[config.mk]
export PLATFORM = sky130hd
export DESIGN_NAME = cam_pattern_gen
export DESIGN_NICKNAME = d
export VERILOG_FILES = /design/src/rtl/cam_pkg.sv /design/src/rtl/cam_pattern_color.sv /design/src/rtl/cam_pattern_gen.sv
export SDC_FILE = /design/constraint.sdc
export NUM_CORES = 1
export LEC_CHECK = 0
export BUFFER_PORTS_ARGS = -buffer_cell sky130_fd_sc_hd__buf_2
export CAP_MARGIN = 25
export CORE_AREA = 10 10 103 105
export CTS_BUF_LIST = sky130_fd_sc_hd__clkbuf_4 sky130_fd_sc_hd__clkbuf_8 sky130_fd_sc_hd__clkbuf_16
export CTS_CLUSTER_SIZE = 40
export DETAILED_ROUTE_END_ITERATION = 10
export DIE_AREA = 0 0 113 115
export PLACE_DENSITY = 0.88
export SETUP_SLACK_MARGIN = 0.4
export SYNTH_ARGS = -nofsm -noshare
export SYNTH_HDL_FRONTEND = slang
export SYNTH_SLANG_ARGS = --single-unit
[constraint.sdc]
create_clock -name CLK -period 13.1 [get_ports CLK]
set_clock_uncertainty 0.1 [all_clocks]
set_input_delay 1.31 -clock CLK [delete_from_list [all_inputs] [get_ports CLK]]
set_output_delay 1.31 -clock CLK [all_outputs]
set_load 0.005 [all_outputs]
[src/rtl/cam_pkg.sv]
// Shared encodings and colour constants for the camera-bus pattern generator.
package cam_pkg;

    typedef enum logic [1:0] {
        PAT_BARS    = 2'd0,
        PAT_SOLID   = 2'd1,
        PAT_CHECKER = 2'd2,
        PAT_CROSS   = 2'd3
    } pattern_t;

    typedef enum logic {
        FMT_RGB444 = 1'b0,
        FMT_RGB565 = 1'b1
    } fmt_t;

    typedef enum logic [2:0] {
        ST_IDLE,
        ST_VS_PRE,
        ST_VS_HIGH,
        ST_VS_POST,
        ST_ACTIVE,
        ST_HBLANK,
        ST_VBLANK
    } state_t;

    // Ordered to match the colour-bar sequence so a bar index casts directly.
    typedef enum logic [2:0] {
        C_RED, C_GREEN, C_BLUE, C_YELLOW, C_CYAN, C_MAGENTA, C_WHITE, C_BLACK
    } color_t;

    localparam logic [15:0] RED_444   = 16'h0F00;
    localparam logic [15:0] GREEN_444 = 16'h00F0;
    localparam logic [15:0] BLUE_444  = 16'h000F;
    localparam logic [15:0] RED_565   = 16'hF800;
    localparam logic [15:0] GREEN_565 = 16'h07E0;
    localparam logic [15:0] BLUE_565  = 16'h001F;

    function automatic logic [15:0] color_word(input fmt_t fmt, input color_t c);
        logic [15:0] r, g, b;
        r = (fmt == FMT_RGB565) ? RED_565   : RED_444;
        g = (fmt == FMT_RGB565) ? GREEN_565 : GREEN_444;
        b = (fmt == FMT_RGB565) ? BLUE_565  : BLUE_444;
        case (c)
            C_RED:     return r;
            C_GREEN:   return g;
            C_BLUE:    return b;
            C_YELLOW:  return r | g;
            C_CYAN:    return g | b;
            C_MAGENTA: return r | b;
            C_WHITE:   return r | g | b;
            default:   return '0;
        endcase
    endfunction

endpackage

[src/rtl/cam_pattern_color.sv]
// Combinational pixel-word generator: maps (x, y) and the latched pattern setup to a 16-bit word.
module cam_pattern_color
    import cam_pkg::*;
#(
    parameter int unsigned WIDTH    = 176,
    parameter int unsigned HEIGHT   = 144,
    parameter int unsigned CHK_LOG2 = 3,
    parameter int unsigned XW       = $clog2(WIDTH + 1),
    parameter int unsigned YW       = $clog2(HEIGHT + 1)
) (
    input  logic [XW-1:0] x,
    input  logic [YW-1:0] y,
    input  pattern_t      pattern,
    input  fmt_t          fmt,
    input  logic [15:0]   solid,
    output logic [15:0]   word
);

    localparam int unsigned BAR_W = ((WIDTH >> 3) == 0) ? 1 : (WIDTH >> 3);

    logic [31:0] bar;
    logic [31:0] cx, cy;

    always_comb begin
        word = '0;
        bar  = 32'(x) / BAR_W;
        if (bar > 32'd7)
            bar = 32'd7;
        cx = 32'(x) >> CHK_LOG2;
        cy = 32'(y) >> CHK_LOG2;
        case (pattern)
            PAT_BARS:    word = color_word(fmt, color_t'(bar[2:0]));
            PAT_SOLID:   word = solid;
            PAT_CHECKER: word = (cx[0] ^ cy[0]) ? color_word(fmt, C_BLACK)
                                                : color_word(fmt, C_WHITE);
            default:     word = (32'(x) == 32'(WIDTH / 2) || 32'(y) == 32'(HEIGHT / 2))
                                ? color_word(fmt, C_YELLOW) : color_word(fmt, C_CYAN);
        endcase
    end

endmodule

[src/rtl/cam_pattern_gen.sv]
// OV7670-style VSYNC/HREF/DATA frame source with configurable geometry, format and test pattern.
module cam_pattern_gen
    import cam_pkg::*;
#(
    parameter int unsigned WIDTH    = 176,
    parameter int unsigned HEIGHT   = 144,
    parameter int unsigned H_BLANK  = 8,
    parameter int unsigned VS_PRE   = 1,
    parameter int unsigned VS_HIGH  = 2,
    parameter int unsigned VS_POST  = 1,
    parameter int unsigned V_BLANK  = 1000,
    parameter int unsigned CHK_LOG2 = 3
) (
    input  logic        CLK,
    input  logic        RST_N,
    input  logic        EN,
    input  logic        FMT,
    input  logic [1:0]  PATTERN,
    input  logic [15:0] SOLID_COLOR,
    output logic        VSYNC,
    output logic        HREF,
    output logic [7:0]  DATA,
    output logic        FRAME_DONE,
    output logic [15:0] FRAME_CNT
);

    localparam int unsigned XW   = $clog2(WIDTH + 1);
    localparam int unsigned YW   = $clog2(HEIGHT + 1);
    localparam int unsigned M1   = (H_BLANK > V_BLANK) ? H_BLANK : V_BLANK;
    localparam int unsigned M2   = (M1 > 2 * WIDTH) ? M1 : 2 * WIDTH;
    localparam int unsigned M3   = (M2 > VS_PRE + VS_HIGH + VS_POST) ? M2 : VS_PRE + VS_HIGH + VS_POST;
    localparam int unsigned CW   = $clog2(M3 + 1);

    localparam logic [CW-1:0] L_PRE  = CW'(VS_PRE - 1);
    localparam logic [CW-1:0] L_HIGH = CW'(VS_HIGH - 1);
    localparam logic [CW-1:0] L_POST = CW'(VS_POST - 1);
    localparam logic [CW-1:0] L_ACT  = CW'(2 * WIDTH - 1);
    localparam logic [CW-1:0] L_HB   = CW'(H_BLANK - 1);
    localparam logic [CW-1:0] L_VB   = CW'(V_BLANK - 1);

    if (WIDTH == 0 || HEIGHT == 0 || H_BLANK == 0 || VS_PRE == 0 ||
        VS_HIGH == 0 || VS_POST == 0 || V_BLANK == 0) begin : g_bad_param
        $error("cam_pattern_gen: geometry and blanking parameters must be non-zero");
    end

    state_t        state;
    logic [CW-1:0] cnt;
    logic [XW-1:0] x, x_sel;
    logic [YW-1:0] y;
    pattern_t      cfg_pattern;
    fmt_t          cfg_fmt;
    logic [15:0]   cfg_solid;
    logic [15:0]   word;

    // DATA is registered, so the lookup targets the pixel of the next cycle: after an
    // odd (low) byte the next byte is the high byte of x+1. Byte phase is cnt[0].
    assign x_sel = (state == ST_ACTIVE && cnt[0]) ? x + 1'b1 : x;

    cam_pattern_color #(
        .WIDTH    (WIDTH),
        .HEIGHT   (HEIGHT),
        .CHK_LOG2 (CHK_LOG2),
        .XW       (XW),
        .YW       (YW)
    ) u_color (
        .x       (x_sel),
        .y       (y),
        .pattern (cfg_pattern),
        .fmt     (cfg_fmt),
        .solid   (cfg_solid),
        .word    (word)
    );

    always_ff @(negedge CLK or negedge RST_N) begin
        if (!RST_N) begin
            state       <= ST_IDLE;
            cnt         <= '0;
            x           <= '0;
            y           <= '0;
            cfg_pattern <= PAT_BARS;
            cfg_fmt     <= FMT_RGB444;
            cfg_solid   <= '0;
            VSYNC       <= 1'b0;
            HREF        <= 1'b0;
            DATA        <= '0;
            FRAME_DONE  <= 1'b0;
            FRAME_CNT   <= '0;
        end else begin
            FRAME_DONE <= 1'b0;
            case (state)
                ST_IDLE: begin
                    if (EN) begin
                        state       <= ST_VS_PRE;
                        cnt         <= '0;
                        cfg_pattern <= pattern_t'(PATTERN);
                        cfg_fmt     <= fmt_t'(FMT);
                        cfg_solid   <= SOLID_COLOR;
                    end
                end
                ST_VS_PRE: begin
                    if (cnt == L_PRE) begin
                        state <= ST_VS_HIGH;
                        cnt   <= '0;
                        VSYNC <= 1'b1;
                    end else
                        cnt <= cnt + 1'b1;
                end
                ST_VS_HIGH: begin
                    if (cnt == L_HIGH) begin
                        state <= ST_VS_POST;
                        cnt   <= '0;
                        VSYNC <= 1'b0;
                    end else
                        cnt <= cnt + 1'b1;
                end
                ST_VS_POST: begin
                    if (cnt == L_POST) begin
                        state <= ST_ACTIVE;
                        cnt   <= '0;
                        HREF  <= 1'b1;
                        DATA  <= word[15:8];
                    end else
                        cnt <= cnt + 1'b1;
                end
                ST_ACTIVE: begin
                    if (cnt == L_ACT) begin
                        state <= ST_HBLANK;
                        cnt   <= '0;
                        HREF  <= 1'b0;
                        DATA  <= '0;
                        x     <= '0;
                        y     <= y + 1'b1;
                    end else begin
                        cnt <= cnt + 1'b1;
                        if (cnt[0]) begin
                            x    <= x + 1'b1;
                            DATA <= word[15:8];
                        end else
                            DATA <= word[7:0];
                    end
                end
                ST_HBLANK: begin
                    if (cnt == L_HB) begin
                        cnt <= '0;
                        if (y == YW'(HEIGHT)) begin
                            state <= ST_VBLANK;
                            if (V_BLANK == 1) begin
                                FRAME_DONE <= 1'b1;
                                FRAME_CNT  <= FRAME_CNT + 1'b1;
                                y          <= '0;
                            end
                        end else begin
                            state <= ST_ACTIVE;
                            HREF  <= 1'b1;
                            DATA  <= word[15:8];
                        end
                    end else
                        cnt <= cnt + 1'b1;
                end
                ST_VBLANK: begin
                    if (cnt == L_VB) begin
                        cnt <= '0;
                        if (EN) begin
                            state       <= ST_VS_PRE;
                            cfg_pattern <= pattern_t'(PATTERN);
                            cfg_fmt     <= fmt_t'(FMT);
                            cfg_solid   <= SOLID_COLOR;
                        end else
                            state <= ST_IDLE;
                    end else begin
                        cnt <= cnt + 1'b1;
                        if (cnt + 1'b1 == L_VB) begin
                            FRAME_DONE <= 1'b1;
                            FRAME_CNT  <= FRAME_CNT + 1'b1;
                            y          <= '0;
                        end
                    end
                end
                default: state <= ST_IDLE;
            endcase
        end
    end

endmodule

==> metrics, run 1 <==
Post-Synthesis Cells=572; routed length on met2=slightly above 6 mm; CTS Sinks=75; Setup crit end kind=register; setup TNS=0 ns; Placer Congestion=a little under 0.9; Routed Antenna Nets=0; Sw Share=0.220; sequential-to-total area share from yosys stat=0.375; CP required=6.64 ns; H-tree levels=3; antenna violations before repair=0; Max VDD drop=0.0000965 V; Post-Syn Area=5010 um2; die span in x=113 um; Final Max Tran Viols=0; Total Wirelength=12.5 mm; Pre-antenna DRT Iters=5; Total Nets Final=631; critical path's top delay family=simple AND/OR/NAND/NOR gates; share of total power in combinational logic=0.018; Syn Area/Cell=8.76 um2; Root Driver=clkbuf_8; clock transition at the registers of the reported paths=0.06 ns; kind of critical path=primary input to register; PostCTS Resize Cnt=0; Distinct cells, synth=74; CP arrival=~2.6 ns; Worst Tran Pin Value=around 0.93 ns; Congestion Overflow GR=0; first-pass GRT wire length=21.1 mm; Buf/Inv on CP=1; register bit total from synthesis=75; RSZ-0062 raised after global routing=false; top cell type's share of synthesized area=0.375; sequential power share=0.528; Site Rows=34; I/O Buffers=between 40 and 50; crit-path max FO=19; Final Core Density=0.641; Leak=0.00256 uW; cts hold-fix bufs=0; Int Pwr=343 uW; max incr delay on CP=between 0.6 and 0.7 ns; worst skew pair latency=0.34 ns; Synth Flop Type=dfrtn_1; number of global-route vias before repair=roughly 4600; wire per inst=17.5 um; post-CTS setup buffers=0; power share of the clock group=0.454; CTS tree=yes; Max-slew headroom=0.380; core area=8550 um2; share of cells above drive strength 1=0.174; Net Sw Power=just under 100 uW; largest net degree at the start of global routing=76; Area contributors post-synth=dfrtn_1 (37%), mux2_2 (4.7%), o21ai_0 (4.5%); Hold Violations, Final=0; drt drc=0; Pwr per Cell Area=~80 nW/um2; DP Worst Slack=3.71 ns; Async S/R FF share, synth=1.00; Synth Warn #=0; Worst Setup Slack, final=4.06 ns; Iter 0 DRT Violations=about 460; I/O pins=49; Setup-failing EPs final=0; Die H=roughly 120 um; critical path startpoint category=primary input; Die Area=13000 um2; Area Overhead vs Synth=9.34%; worst path cell trace=buf_2, nand3_1, mux2_2; vias=4645; Hold Path Class=register to register; status=finished clean; clock buffer count from CTS=9; max layer used=met4; DP HPWL=9.05 mm; Diodes inserted=0; Met3 Wirelength=786 um; gr usage total=0.190; wire length on met1=5.20 mm; Starting Density=0.586; Clock Tree Buf Depth=2; Post-synth EDFFs=0; max_cap viols=0; leading area contributor after synthesis=dfrtn_1; DR vias/cell=6.51; syn nets=603; Slowest-stage cell, CP=nand3_1
## final timing paths
check                         startpoint            end  slack, ns  cells after the start
min                        FRAME_CNT[12]  FRAME_CNT[12]       0.33                      1
max                                   EN   cfg_solid[4]       4.06                      3
max reg2reg                     state[2]        DATA[3]       7.77                     15
max in group asynchronous          RST_N   cfg_solid[0]       4.84                      1
min reg2reg                FRAME_CNT[12]  FRAME_CNT[12]       0.33                      1
min in group asynchronous          RST_N          VSYNC       7.44                      1
## registers in the layout (all words and copies together), names as in the netlist
| register | flops |
|---|---|
| FRAME_CNT | 16 |
| cnt | 10 |
| cfg_pattern | 2 |
| x | 8 |
| VSYNC | 1 |
| FRAME_DONE | 1 |
| HREF | 1 |
| cfg_fmt | 1 |
| cfg_solid | 16 |
| state | 3 |
| y | 8 |
| DATA | 8 |
## cells by family after synthesis
| family | after synthesis | share of synthesized area |
|---|---|---|
| flops | 75 | 0.375 |
| compound gates | 145 | 0.197 |
| buf+inv | 45 | 0.0385 |
| mux | 26 | 0.0572 |
| xor+xnor | 31 | 0.0542 |
| fa+ha+maj | 9 | 0.0225 |
| simple gates | 241 | 0.256 |
## cells in the final DEF (no fill, tap or decap), drive strengths merged, types with 8 or more instances in the layout
cell type / synthesis / final
dfrtn: 75 / 75
nor4: 9 / 9
o211ai: 9 / 9
buf: 10 / 50
xor2: 15 / 15
nand3: 35 / 35
inv: 12 / 14
a21oi: 28 / 28
nand2: 59 / 59
o21ai: 47 / 47
nor2: 53 / 53
nand4: 16 / 16
ha: 9 / 9
clkbuf: 23 / 9
and3: 10 / 10
o31ai: 8 / 8
nor3: 17 / 17
xnor2: 16 / 16
mux2: 21 / 21
## power groups by stage
| stage | Sequential (uW) | Clock, uW | Combinational, uW |
|---|---|---|---|
| final | 233 | 200 | 7.90 |
| after global placement | 237 | 0 | 7.95 |
| after global routing | 233 | 213 | 9.05 |
| after floorplan | 237 | 0 | 0.127 |
| after detailed placement | 237 | 0 | 8.16 |
| after CTS | 233 | 203 | 8.21 |
## final cells by class
class / instances / area [um2]
repair buffers: 50 / 258
inverters: 12 / 45.0
clock buffers: 9 / 124
flip-flops and latches: 75 / 1880
multi-input cells: 452 / 2940
clock inverters: 7 / 98.8
fillers: 670 / 3070
well taps: 108 / 135
## routing by layer
layer | vias to the layer above | GRT usage
li1 | 2167 | -
met3 | 37 | 0.0396
met1 | 2217 | 0.224
met5 | - | 0
met2 | 224 | 0.331
met4 | 0 | 0.0770
## through the flow
stage	total power (uW)	instance area, um2	hold WS (ns)	cells
floorplan	237	5010	0.319	572
global placement	245	5260	0.310	697
detailed placement	245	5260	0.330	697
CTS	444	5480	0.336	713
global route	455	5480	0.363	713
finish	441	5480	0.329	713
## cells in the mapped netlist (3+ instances only)
cell and count:
mux2_2 21, nor3_1 16, mux2i_1 5, and4_1 4, a21oi_1 28, or2_2 4
buf_2 6, a311o_1 3, o211ai_1 9, and2_1 4, nor4_1 7, nand4_1 16
a31oi_1 4, nand2b_1 4, o31ai_1 8, dfrtn_1 75, xor2_1 15, o21a_1 5
nor2_1 53, and3_1 10, o31a_1 5, inv_1 12, ha_1 9, nor4bb_1 3
or3_1 4, xnor2_1 16, o21ai_0 45, nand2_1 59, a21o_1 5, o211a_1 3
nor2b_1 4, a211o_1 4, nand3_1 35, clkbuf_1 22
Power figures use the tool's default switching activity.
==> run 2, diff against run 1 <==
--- a/config.mk
+++ b/config.mk
@@ -7,12 +7,12 @@
 export LEC_CHECK = 0
 export BUFFER_PORTS_ARGS = -buffer_cell sky130_fd_sc_hd__buf_2
 export CAP_MARGIN = 25
-export CORE_AREA = 10 10 103 105
+export CORE_AREA = 10 10 108 110
 export CTS_BUF_LIST = sky130_fd_sc_hd__clkbuf_4 sky130_fd_sc_hd__clkbuf_8 sky130_fd_sc_hd__clkbuf_16
 export CTS_CLUSTER_SIZE = 40
 export DETAILED_ROUTE_END_ITERATION = 10
-export DIE_AREA = 0 0 113 115
-export PLACE_DENSITY = 0.88
+export DIE_AREA = 0 0 118 120
+export PLACE_DENSITY = 0.84
 export SETUP_SLACK_MARGIN = 0.4
 export SYNTH_ARGS = -nofsm -noshare
 export SYNTH_HDL_FRONTEND = slang
==> constraint.sdc (replaced) <==
create_clock -name CLK -period 7.8 [get_ports CLK]
set_clock_uncertainty 0.1 [all_clocks]
set_input_delay 0.78 -clock CLK [delete_from_list [all_inputs] [get_ports CLK]]
set_output_delay 0.78 -clock CLK [all_outputs]
set_load 0.005 [all_outputs]
==> run 2 against run 1 <==
Global-route usage fell by 1.9 points. Total power rose by 56%. Non-clock buffer count rose by 1. Sequential cell count did not move. Setup slack got worse by 2.1 ns. First-iteration DRC count rose by 40%. Via count rose by 0.24%. Count of clock-buffer cells in the layout rose by 1. Critical endpoint is now cfg_solid[5].
==> metrics, run 2 (synthesis results as in run 1) <==
status=finished clean; Worst Setup SP=EN; commonest non-fill, non-tap cell in the layout=dfrtn_1; core area=9550 um2 (+12%); worst r2r src=state[2]; worst-case reg-to-reg path depth=15 (unchanged); Hold Path Class=register to register; PostCTS Resize Cnt=0 (unchanged); Setup-failing EPs final=0 (unchanged); antenna violations before repair=1 (+1); R2R Path End=DATA[1]; commonest non-fill, non-tap cells in the layout=dfrtn_1 (75), nand2_1 (59), nor2_1 (53), buf_2 (47), o21ai_0 (45); Die H=120 um (+4.3%); setup TNS=0 ns (unchanged); vias=4656 (+0.24%); Total Nets Final=632 (+0.16%); largest net degree at the start of global routing=76 (unchanged); Max-slew headroom=0.401 (+0.0202); Routed Antenna Nets=0 (unchanged); Worst Tran Pin Value=0.892 ns (-0.0377 ns); CP arrival=2.06 ns (-0.52 ns); I/O Buffers=48 (unchanged); number of global-route vias before repair=4264 (-7.2%); DP Worst Slack=1.59 ns (-2.12 ns); Diodes inserted=0 (unchanged); cts hold-fix bufs=0 (unchanged); critical path startpoint category=primary input; Final Max Tran Viols=0 (unchanged); Pre-antenna DRT Iters=5 (unchanged); drt drc=0 (unchanged); Leak=0.00256 uW (-0.17%); H-tree levels=3 (unchanged); CP endpoint=cfg_solid[5]; Clock Tree Buf Depth=2 (unchanged); RSZ-0062 raised after global routing=false; Max VDD drop=0.000118 V (+23%); first-pass GRT wire length=20.5 mm (-2.6%); Iter 0 DRT Violations=644 (+40%); share of cells above drive strength 1=0.175 (+0.00136); DP HPWL=9.09 mm (+0.52%); CTS tree=yes; Starting Density=0.525 (-0.0613); gr usage total=0.171 (-0.0190); Total Wirelength=12.6 mm (+0.79%); clock transition at the registers of the reported paths=0.05 ns (about the same); DR vias/cell=6.30 (-3.3%); max_cap viols=0 (unchanged); Site Rows=36 (+5.9%); Congestion Overflow GR=0 (unchanged); Worst Setup Slack, final=1.93 ns (-2.13 ns); clock buffer count from CTS=9 (unchanged); Regs by FF count=FRAME_CNT x16, cfg_solid x16, cnt x10; crit-path max FO=19 (unchanged); I/O pins=49 (unchanged); wire per inst=17.0 um (-2.8%); Area Overhead vs Synth=9.76%; Hold Violations, Final=0 (unchanged); # fillers=844 (+26%); CTS Sinks=75 (unchanged); Setup crit end kind=register; post-CTS setup buffers=0 (unchanged); Root Driver=clkbuf_8; CP required=3.98 ns (-2.66 ns); kind of critical path=primary input to register; Die Area=14200 um2 (+9.0%); R2R Setup Slk=2.52 ns (-5.25 ns); die span in x=118 um (+4.4%); Pwr per Cell Area=125 nW/um2 (+55%); Placer Congestion=0.886 (-1.0%); worst skew pair latency=0.34 ns (about the same)
-- run 2: cell types whose count changed in the layout (fill, tap and decap cells not counted), sizes merged --
cell	before	now
bufinv	2	0
clkinv	2	3
clkbuf	9	10
buf	50	51
-- run 2: worst min-delay path by stage --
stage	end	cells after the start	start	slack [ns]
detailed placement	FRAME_CNT[15]	1	FRAME_CNT[15]	0.31
floorplan	FRAME_CNT[15]	1	FRAME_CNT[15]	0.32
CTS	FRAME_CNT[15]	1	FRAME_CNT[15]	0.32
finish	FRAME_CNT[15]	1	FRAME_CNT[15]	0.31
global placement	FRAME_CNT[15]	1	FRAME_CNT[15]	0.32
global route	FRAME_CNT[14]	1	FRAME_CNT[14]	0.37
-- run 2: layout make-up --
type / count / area, um2 / area share
inverters: 12 / 45.0 / 0.00819
repair buffers: 51 / 285 / 0.0519
multi-input cells: 452 / 2940 / 0.535
clock buffers: 10 / 138 / 0.0250
well taps: 133 / 166 / 0.0303
clock inverters: 6 / 47.5 / 0.00864
flip-flops and latches: 75 / 1880 / 0.341
-- run 2: worst max-delay path, stage by stage --
cell	delay [ns]
buf_2	0.13
nand3_1	0.62
mux2_2	0.53
-- run 2: report_power, final --
group	internal (uW)	switching, uW	total (uW)
sequential	391	0	391
combinational	5.38	9.51	14.9
clock	127	154	281
total	523	164	686
-- run 2: stage by stage --
| stage | utilization | hold WS [ns] | instance area [um2] | cells | total power (uW) |
|---|---|---|---|---|---|
| finish | 0.576 | 0.315 | 5500 | 739 | 686 |
| global route | 0.576 | 0.371 | 5500 | 739 | 711 |
| CTS | 0.573 | 0.323 | 5470 | 738 | 694 |
| detailed placement | 0.554 | 0.315 | 5290 | 722 | 412 |
| global placement | 0.554 | 0.316 | 5290 | 722 | 411 |
| floorplan | - | 0.319 | 5010 | 572 | 398 |
-- run 2: routing by layer --
metal  up-vias  share of wire  GRT usage  wire (um)
li1       2171              -          -          -
met1      2231           0.42      0.215       5310
met2       224           0.48      0.280       6000
met3        28          0.083     0.0474       1050
met4         2          0.017     0.0549        216
met5         -        0.00056          0          7
==> run 3, diff against run 2 <==
--- a/config.mk
+++ b/config.mk
@@ -7,12 +7,12 @@
 export LEC_CHECK = 0
 export BUFFER_PORTS_ARGS = -buffer_cell sky130_fd_sc_hd__buf_2
 export CAP_MARGIN = 25
-export CORE_AREA = 10 10 108 110
+export CORE_AREA = 10 10 103 105
 export CTS_BUF_LIST = sky130_fd_sc_hd__clkbuf_4 sky130_fd_sc_hd__clkbuf_8 sky130_fd_sc_hd__clkbuf_16
 export CTS_CLUSTER_SIZE = 40
 export DETAILED_ROUTE_END_ITERATION = 10
-export DIE_AREA = 0 0 118 120
-export PLACE_DENSITY = 0.84
+export DIE_AREA = 0 0 113 115
+export PLACE_DENSITY = 0.88
 export SETUP_SLACK_MARGIN = 0.4
 export SYNTH_ARGS = -nofsm -noshare
 export SYNTH_HDL_FRONTEND = slang
==> constraint.sdc (replaced) <==
create_clock -name CLK -period 5.7 [get_ports CLK]
set_clock_uncertainty 0.1 [all_clocks]
set_input_delay 0.57 -clock CLK [delete_from_list [all_inputs] [get_ports CLK]]
set_output_delay 0.57 -clock CLK [all_outputs]
set_load 0.005 [all_outputs]
==> run 3 against run 2 <==
Non-clock buffer count grew 6. Sequential cell count did not move. Final cell count fell by 2.6%. Utilization increased by 7.1 points. First-iteration DRC count decreased by 25%. Count of clock-buffer cells in the layout shrank 1. Via count fell by 0.95%. Combinational power grew 21%. Sequential power grew 37%. Clock power grew 54%. Critical path depth grew 13. Largest power group unchanged. Highest routed layer is now met4.
==> metrics, run 3 (synthesis results as in run 1) <==
Pwr per Cell Area=178 nW/um2 (+43%); Die Area=13000 um2 (-8.2%); CP endpoint=DATA[1]; Slowest-stage cell, CP=or4_1; Diodes inserted=0 (unchanged); share of cells above drive strength 1=0.186 (+0.0114); critical path startpoint category=register; RSZ-0062 raised after global routing=false; Pre-antenna DRT Iters=6 (+1); Iter 0 DRT Violations=483 (-25%); Area Overhead vs Synth=10.4%; crit-path max FO=19 (unchanged); CP arrival=7.85 ns (+5.79 ns); R2R Setup Slk=0.79 ns (-1.73 ns); die span in x=113 um (-4.2%); Hold Path Class=register to register; setup TNS=0 ns (unchanged); minimum clock period=~4.9 ns; Root Driver=clkbuf_8; Clock Tree Buf Depth=2 (unchanged); Total Nets Final=638 (+0.95%); clock transition at the registers of the reported paths=0.06 ns (about the same); Placer Congestion=0.901 (+1.7%); most used cell, CP=or4_1; clock buffer count from CTS=9 (unchanged); Congestion Overflow GR=0 (unchanged); largest net degree at the start of global routing=76 (unchanged); share of total power in combinational logic=0.018 (-0.004); status=finished clean; Max-slew headroom=0.378 (-0.0231); core area=8550 um2 (-10%); Routed Antenna Nets=0 (unchanged); I/O Buffers=48 (unchanged); Final period util=0.861; sequential power share=0.542 (-0.027); commonest non-fill, non-tap cells in the layout=dfrtn_1 (75), nand2_1 (59), nor2_1 (53), buf_2 (47), o21ai_0 (45); number of global-route vias before repair=4348 (+2.0%); power share of the clock group=0.440 (+0.031); H-tree levels=3 (unchanged); Int Pwr=750 uW (+43%); Setup crit end kind=register; Worst Tran Pin Value=0.934 ns (+0.0421 ns); Die H=115 um (-4.2%); worst path cell trace=nand4bb_4, or4_1, o21ai_2, nor2_1, nand2_1, ha_1, nor2b_1, o21ai_1, a21o_1, a211o_1, a31oi_4, or2_2, a2bb2oi_2, nor3_1, or4_1, o211a_1; CP required=8.64 ns (+4.66 ns); Leak=0.00259 uW (+1.4%); Starting Density=0.586 (+0.0613); Sw Share=0.240 (+0.00202); worst r2r src=state[1]; # fillers=673 (-20%); Final Max Tran Viols=0 (unchanged); first-pass GRT wire length=21.1 mm (+2.7%); Hold Violations, Final=0 (unchanged); DP HPWL=9.29 mm (+2.2%); design area=5530 um2 (+0.55%); DR vias/cell=6.41 (+1.7%); R2R Path End=DATA[1]; gr usage total=0.191 (+0.0203); max_cap viols=0 (unchanged); Setup-failing EPs final=0 (unchanged); CTS Sinks=75 (unchanged); worst-case reg-to-reg path depth=16 (+1); Site Rows=34 (-5.6%); vias=4612 (-0.95%); worst skew pair latency=0.34 ns (about the same); wire per inst=18.0 um (+5.5%); Total Wirelength=12.9 mm (+2.8%); Worst Setup SP=state[1]; I/O pins=49 (unchanged); max incr delay on CP=0.59 ns (-0.03 ns); CTS tree=yes; hold path depth=1 (unchanged); Max VDD drop=0.000160 V (+35%); Net Sw Power=237 uW (+45%); commonest non-fill, non-tap cell in the layout=dfrtn_1; Peak Freq=between 200 and 250 MHz; kind of critical path=register to register; drt drc=0 (unchanged); antenna violations before repair=0 (-1); Regs by FF count=FRAME_CNT x16, cfg_solid x16, cnt x10; Post-DP Area=5270 um2 (-0.31%)
==> run 3: cell count changes in the layout (fill, tap and decap cells not counted), sizes merged <==
cell,delta
clkbuf,-1
inv,+2
bufinv,+1
buf,+6
clkinv,-3
clkinvlp,+1
==> run 3: how the worst min path moves through the flow <==
stage | endpoint | start
final | FRAME_CNT[14] | FRAME_CNT[14]
after global routing | DATA[3] | DATA[3]
after CTS | FRAME_CNT[14] | FRAME_CNT[14]
after detailed placement | FRAME_CNT[15] | FRAME_CNT[15]
after global placement | FRAME_CNT[15] | FRAME_CNT[15]
after floorplan | FRAME_CNT[15] | FRAME_CNT[15]
==> run 3: through the flow <==
step	util	hold slack, ns	total power [uW]	std cells	setup slack (ns)
finish	0.647	0.337	987	720	0.793
global route	0.647	0.362	1010	720	0.530
CTS	0.641	0.340	989	715	0.639
detailed placement	0.616	0.319	563	699	0.672
global placement	0.616	0.310	563	699	0.843
floorplan	-	0.319	545	572	1.00
==> run 3: timing repair <==
item	CTS	global route
hold buffers	0	0
gates resized for setup	0	2
endpoints found under the setup margin	0	6
buffers inserted	0	5
==> run 3: power groups by stage <==
stage,Sequential [uW],Combinational (uW),Clock (uW)
2_1_floorplan,545,0.289,0
4_1_cts,535,18.9,436
3_3_place_gp,545,18.2,0
5_1_grt,535,20.8,458
3_5_place_dp,545,18.8,0
6_report,535,18.0,434
==> run 3: cell type report <==
class | instances | area, um2 | area share
Inverter | 12 | 45.0 | 0.00814
Clock buffer | 9 | 124 | 0.0224
Tap cell | 108 | 135 | 0.0244
Sequential cell | 75 | 1880 | 0.339
Timing Repair Buffer | 57 | 310 | 0.0561
Clock inverter | 7 | 82.6 | 0.0149
Multi-Input combinational cell | 452 | 2960 | 0.535
==> run 3: metal layers <==
metal  global-route usage  routed length, um
met5                    0                  0
met4               0.0550                237
met3               0.0396                788
met2                0.337               6600
met1                0.231               5300
==> run 3: critical path: cells and delay by family (launching register included) <==
family                   cells  cell delay (ns)
AND/OR/NAND/NOR              8             2.31
AO/OA/AOI/OAI                7             1.55
flip-flops                   1             0.56
adder cells (fa/ha/maj)      1             0.24
